`src/rtl/rc4_pkg.sv`:
```
// Shared definitions for the RC4 key-schedule controller: the 2-bit command
// encoding understood by the key-schedule block and the controller state set.
package rc4_pkg;

   // Commands driven on ns to the key-schedule block
   localparam logic [1:0] NS_INIT       = 2'b00;
   localparam logic [1:0] NS_KEY_GENE   = 2'b01;
   localparam logic [1:0] NS_EN_DE_CODE = 2'b10;

   typedef enum logic [2:0] {
      IDLE   = 3'd0,
      KSA    = 3'd1,
      SETTLE = 3'd2,
      STREAM = 3'd3,
      DONE   = 3'd4,
      SCRUB  = 3'd5
   } ctrl_state_t;

   // Command the key-schedule block must see while the controller sits in st.
   // SCRUB reuses EN_DE_CODE: leaving that mode is what clears the block's table.
   function automatic logic [1:0] ns_of_state(input ctrl_state_t st);
      case (st)
         KSA, SETTLE:   ns_of_state = NS_KEY_GENE;
         STREAM, SCRUB: ns_of_state = NS_EN_DE_CODE;
         default:       ns_of_state = NS_INIT;
      endcase
   endfunction

endpackage

```
`src/rtl/rc4_byte_slot.sv`:
```
// Single-entry output slot between the cipher step and the downstream consumer.
// A step loads the slot, a downstream accept empties it, flush drops its content.
module rc4_byte_slot (
   input  logic clk,
   input  logic rst,
   input  logic step,
   input  logic accept,
   input  logic flush,
   output logic out_valid,
   output logic free
);

   logic valid_q, valid_d;

   // Room for a new byte when empty, or when the held byte leaves this cycle
   assign free      = ~valid_q | accept;
   assign out_valid = valid_q;

   // Next occupancy: flush beats step, step beats accept
   always_comb begin
      valid_d = valid_q;
      if (flush) begin
         valid_d = 1'b0;
      end else if (step) begin
         valid_d = 1'b1;
      end else if (accept) begin
         valid_d = 1'b0;
      end
   end

   // Occupancy register
   always_ff @(posedge clk or negedge rst) begin
      if (!rst) begin
         valid_q <= 1'b0;
      end else begin
         valid_q <= valid_d;
      end
   end

endmodule

```
`src/rtl/rc4_seq_ctrl.sv`:
```
// Top-level sequencer for the RC4 key-schedule block: runs the key schedule
// under a watchdog, gates one cipher step per host byte into a single-entry
// output slot, and scrubs the key-schedule block between messages.
module rc4_seq_ctrl
   import rc4_pkg::*;
#(
   parameter int unsigned LEN_W       = 16,
   parameter int unsigned KSA_TIMEOUT = 320,
   parameter int unsigned TMO_W       = 9
) (
   input  logic             clk,
   input  logic             rst,
   input  logic             start,
   input  logic [LEN_W-1:0] msg_len,
   input  logic             abort,
   input  logic             ksa_ready,
   output logic [1:0]       ns,
   input  logic             in_valid,
   output logic             in_ready,
   output logic             prga_step,
   output logic             out_valid,
   input  logic             out_ready,
   output logic [LEN_W-1:0] byte_idx,
   output logic             busy,
   output logic             done,
   output logic             error
);

   localparam logic [TMO_W-1:0] TMO_LAST = TMO_W'(KSA_TIMEOUT - 1);

   ctrl_state_t      state_q, state_d;
   logic [1:0]       ns_q;
   logic [LEN_W-1:0] len_q, len_d;
   logic [LEN_W-1:0] idx_q, idx_d;
   logic [TMO_W-1:0] wdog_q, wdog_d;
   logic             error_q, error_d;
   logic             slot_free;
   logic             last_byte;
   logic             slot_flush;

   assign last_byte = (idx_q == len_q);

   // Host handshake; abort also closes the gate so no byte is taken from the
   // host and then thrown away by the scrub that follows
   assign in_ready  = (state_q == STREAM) && !last_byte && slot_free && !abort;
   assign prga_step = in_valid & in_ready;

   // Any pending byte is dropped on the way into SCRUB
   assign slot_flush = (state_d == SCRUB);

   rc4_byte_slot u_slot (
      .clk       (clk),
      .rst       (rst),
      .step      (prga_step),
      .accept    (out_ready),
      .flush     (slot_flush),
      .out_valid (out_valid),
      .free      (slot_free)
   );

   // Next-state, counters and watchdog
   always_comb begin
      state_d = state_q;
      len_d   = len_q;
      idx_d   = idx_q;
      wdog_d  = wdog_q;
      error_d = error_q;
      case (state_q)
         IDLE: begin
            if (start && !abort) begin
               len_d   = msg_len;
               idx_d   = '0;
               wdog_d  = '0;
               error_d = 1'b0;
               state_d = KSA;
            end
         end
         KSA: begin
            wdog_d = wdog_q + TMO_W'(1);
            if (abort) begin
               state_d = SCRUB;
            end else if (ksa_ready) begin
               state_d = SETTLE;
            end else if (wdog_q == TMO_LAST) begin
               error_d = 1'b1;
               state_d = SCRUB;
            end
         end
         SETTLE: begin
            if (abort) begin
               state_d = SCRUB;
            end else if (len_q == '0) begin
               state_d = DONE;
            end else begin
               state_d = STREAM;
            end
         end
         STREAM: begin
            if (abort) begin
               state_d = SCRUB;
            end else begin
               if (prga_step) begin
                  idx_d = idx_q + LEN_W'(1);
               end
               // All bytes stepped: finish once the slot is empty or draining
               if (last_byte && (!out_valid || out_ready)) begin
                  state_d = DONE;
               end
            end
         end
         DONE:    state_d = SCRUB;
         SCRUB:   state_d = IDLE;
         default: state_d = IDLE;
      endcase
   end

   // State, command and counter registers
   always_ff @(posedge clk or negedge rst) begin
      if (!rst) begin
         state_q <= IDLE;
         ns_q    <= NS_INIT;
         len_q   <= '0;
         idx_q   <= '0;
         wdog_q  <= '0;
         error_q <= 1'b0;
      end else begin
         state_q <= state_d;
         ns_q    <= ns_of_state(state_d);
         len_q   <= len_d;
         idx_q   <= idx_d;
         wdog_q  <= wdog_d;
         error_q <= error_d;
      end
   end

   assign ns       = ns_q;
   assign byte_idx = idx_q;
   assign busy     = (state_q != IDLE);
   assign done     = (state_q == DONE);
   assign error    = error_q;

endmodule
```
`config.mk`:
```
export PLATFORM = sky130hd
export DESIGN_NAME = rc4_seq_ctrl
export DESIGN_NICKNAME = d
export VERILOG_FILES = /design/src/rtl/rc4_pkg.sv /design/src/rtl/rc4_byte_slot.sv /design/src/rtl/rc4_seq_ctrl.sv
export SDC_FILE = /design/constraint.sdc
export NUM_CORES = 1
export LEC_CHECK = 0
export CAP_MARGIN = 20
export CORE_UTILIZATION = 54
export CTS_BUF_LIST = sky130_fd_sc_hd__clkbuf_8
export CTS_CLUSTER_SIZE = 14
export DETAILED_ROUTE_END_ITERATION = 10
export GPL_TIMING_DRIVEN = 0
export PLACE_DENSITY = 0.82
export SKIP_CTS_REPAIR_TIMING = 1
export SYNTH_ARGS = -nofsm -noshare
export SYNTH_HDL_FRONTEND = slang
export SYNTH_SLANG_ARGS = --single-unit
```
`constraint.sdc`:
```
create_clock -name clk -period 2.6 [get_ports clk]
set_input_delay 0.78 -clock clk [delete_from_list [all_inputs] [get_ports clk]]
set_output_delay 0.78 -clock clk [all_outputs]
set_load 0.05 [all_outputs]
```
==> flow_summary.rst, run 1 <==
.. list-table::
   :header-rows: 1

   * - Metric
     - Value
   * - Status
     - finished, violations left
   * - Violations in the final reports
     - negative setup slack
   * - Routed Antenna Nets
     - 0
   * - Sequential area share after synthesis
     - ~48%
   * - Distinct cells, synth
     - slightly above 40
   * - Relative slew slack
     - about 67%
   * - Number of warnings printed during yosys synthesis
     - 0
   * - HPWL after detailed placement
     - between 4 and 5 mm
   * - Most common flop cell mapped by yosys
     - dfrtp_1
   * - Count leader, synth
     - nand2_1
   * - Final number of hold-violating endpoints
     - 0
   * - Leading cell types by count after synthesis
     - 72 x nand2_1, 48 x dfrtp_1, 16 x xor2_1
   * - Tightest Pin Transition
     - between 0.4 and 0.5 ns
   * - Final Skew
     - 0.00479 ns
   * - Via count of the first global-routing pass
     - 2178
   * - CTS Buf Count
     - 5
   * - Number of primary I/O pins
     - 47
   * - Final Net Count
     - 377
   * - Grt total ovfl
     - 0
   * - Total die area
     - between 4000 and 5000 um2
   * - Wire length on met3
     - 390 um
   * - Max Buffers Root-to-Sink
     - 2
   * - WL/cell
     - approximately 16 um
   * - Syn Nets
     - slightly above 300
   * - Place WS
     - -1.25 ns
   * - Top layer used by detailed routing
     - met4
   * - Antenna violations before repair
     - 0
   * - Proportion of register bits with asynchronous set or reset after synthesis
     - 100%
   * - Req. time, crit path
     - around 1.8 ns
   * - Global-route wire length before repair
     - between 10 and 15 mm
   * - Tmin final
     - 2.75 ns
   * - Type of the tightest min-delay check
     - in -> async
   * - Standard-cell rows
     - 24
   * - Layout Cells excl Fill
     - about 410
   * - Number of remaining DRC errors
     - 0
   * - Core box area
     - between 4000 and 5000 um2
   * - Initial standard-cell utilization of the core
     - between 50% and 60%
   * - Number of I/O port buffers
     - 46
   * - Detail Route met2 WL
     - approximately 3.2 mm
   * - Cell area power density
     - between 800 and 900 nW/um2
   * - Post-Synthesis Cell Area
     - 2510 um2
   * - Worst skew pair latency
     - approximately 0.30 ns
   * - Final Max Slew Viols
     - 0
   * - Number of synthesized flops with an enable pin
     - 0
   * - Avg Synthesized Cell Area
     - just under 9 um2
   * - Die height
     - roughly 70 um
   * - Maximum number of pins on one net before global-route repair
     - 36
   * - Met1 Routed Length
     - between 2 and 3 mm
   * - Peak supply drop
     - around 0.00056 V
   * - Via count
     - approximately 2400
   * - Clock root cell
     - clkbuf_8
   * - Achievable clock frequency
     - approximately 360 MHz
   * - Arr. time, crit path
     - slightly below 2 ns
   * - Global routing usage summed across all routing layers
     - between 20% and 30%
   * - Leakage
     - roughly 1.6 nW
   * - Cell types occupying the most area after synthesis
     - dfrtp_1 48%, nand2_1 11%, xor2_1 5.6%
   * - TritonCTS clock tree
     - built
   * - Synth-to-Final Area Change
     - 34.4%
   * - Final worst path period share
     - 106%
   * - Worst-path fanout max
     - 5
   * - Deepest level of the CTS H-tree
     - 2
   * - Antenna fix cells
     - 0
   * - Length of the first detailed-routing pass in iterations
     - 4
   * - Placed Instances
     - 381
   * - Startpoint kind of the worst setup timing path
     - flop
   * - WL final
     - approximately 6.7 mm
   * - Flops & latches, synth
     - 48
   * - Share of cells above drive strength 1
     - between 15 and 20%
   * - Drt via density
     - 6.02
   * - Cells after synthesis
     - around 280
   * - Horiz. Die Dim
     - around 70 um
   * - Portion of synthesized cell area occupied by the leading cell type
     - a little under half
   * - Cell taking the most area after synthesis
     - dfrtp_1
   * - Setup Crit Path Kind
     - reg -> out
   * - Final setup vio count
     - 2
   * - Weighted congestion reported at the end of routability-driven placement
     - about 0.9
   * - RSZ-0062 raised after global routing
     - true
   * - Reg2Reg Depth
     - 8
   * - First-iteration detailed-routing DRC count
     - 406
   * - Clock tree sinks
     - 48
   * - Clock transition at the register clock pins on the worst setup and hold paths after CTS
     - ~0.090 ns
   * - PnR worst setup slack
     - -0.145 ns
   * - Endpoint type of the worst setup path
     - output port
   * - # Max-Cap Violations
     - 0
## worst paths after layout
path	start	endpoint	slack (ns)
max	byte_idx[11]	prga_step	-0.15
min	rst	wdog_q[2]	0.36
max in group asynchronous	rst	byte_idx[4]	1.73
max reg2reg	state_q[2]	byte_idx[5]	0.40
min in group clk	wdog_q[8]	wdog_q[8]	0.50
min reg2reg	wdog_q[8]	wdog_q[8]	0.50
## worst max-delay path, cell delays in order, from the launching register on
cell        delay (ns)
dfrtp_2           0.45
xor2_1            0.17
nor4_2            0.33
nand4_2           0.21
nand3_4           0.16
buf_8             0.12
clkinvlp_4        0.07
buf_8             0.15
## flip-flops by register name, summed over array words and instances (netlist names)
signal and cells:
byte_idx 16, len_q 16, error 1, wdog_q 9, state_q 3, ns 2
u_slot.out_valid 1
## final cells by class
cell class	count	area [um2]
plain buffers	10	61.3
clock buffers	6	82.6
clock inverters	2	10.0
fillers	294	1040
inverters	7	30.0
multi-input cells	216	1290
flip-flops and latches	48	1220
well taps	52	65.1
repair buffers	64	617
## per-stage QoR
step                instance area (um2)  total power [mW]  TNS [ns]  util, %  hold slack [ns]
floorplan                          2550              1.84   -0.0840        -            0.444
global placement                   3080              2.10    -33.50     69.7            0.464
detailed placement                 3090              2.16     -3.26     70.0            0.481
CTS                                3180              2.62     -2.46     72.1            0.369
global route                       3370              2.90    -0.420     76.4            0.381
finish                             3370              2.71    -0.269     76.4            0.361
## metal layers
| metal | up-vias | global-route usage (%) |
|---|---|---|
| li1 | 1132 | - |
| met1 | 1180 | 37.2 |
| met2 | 109 | 43.6 |
| met3 | 17 | 5.05 |
| met4 | 0 | 9.78 |
| met5 | - | 0 |
## kinds of logic after synthesis
logic type	count (synthesis)	share of synthesized area [%]
flops	48	47.9
simple gates	148	28.8
xor+xnor	16	5.58
compound gates	46	11.8
buf+inv	18	3.39
fa+ha+maj	2	0.997
mux	4	1.60
## power by group
part	total [mW]	internal, mW	switching (mW)
combinational	1.07	0.442	0.631
sequential	1.17	0.952	0.219
clock	0.465	0.213	0.253
## cell usage in the layout (no fill, tap or decap), types with 5 or more instances in the layout
master	n
nand2_1	72
clkdlybuf4s50_1	40
dfrtp_1	33
buf_4	17
xor2_1	16
dfrtp_2	15
o21ai_0	14
nand3_1	13
nor2_1	11
a21oi_1	10
o31ai_1	8
inv_1	6
or4_1	6
clkbuf_8	6
buf_2	5
or3_1	5
nand2b_1	5
nor4_2	5
nor4_1	5
o211ai_1	5
(Power assumes the default switching activity.)
==> inputs of run 2 (changes only) <==
Settings changed: CTS_CLUSTER_DIAMETER set to 150.
==> results of run 2 <==
Same layout as run 1: the final DEF is identical, and so are final timing and power.
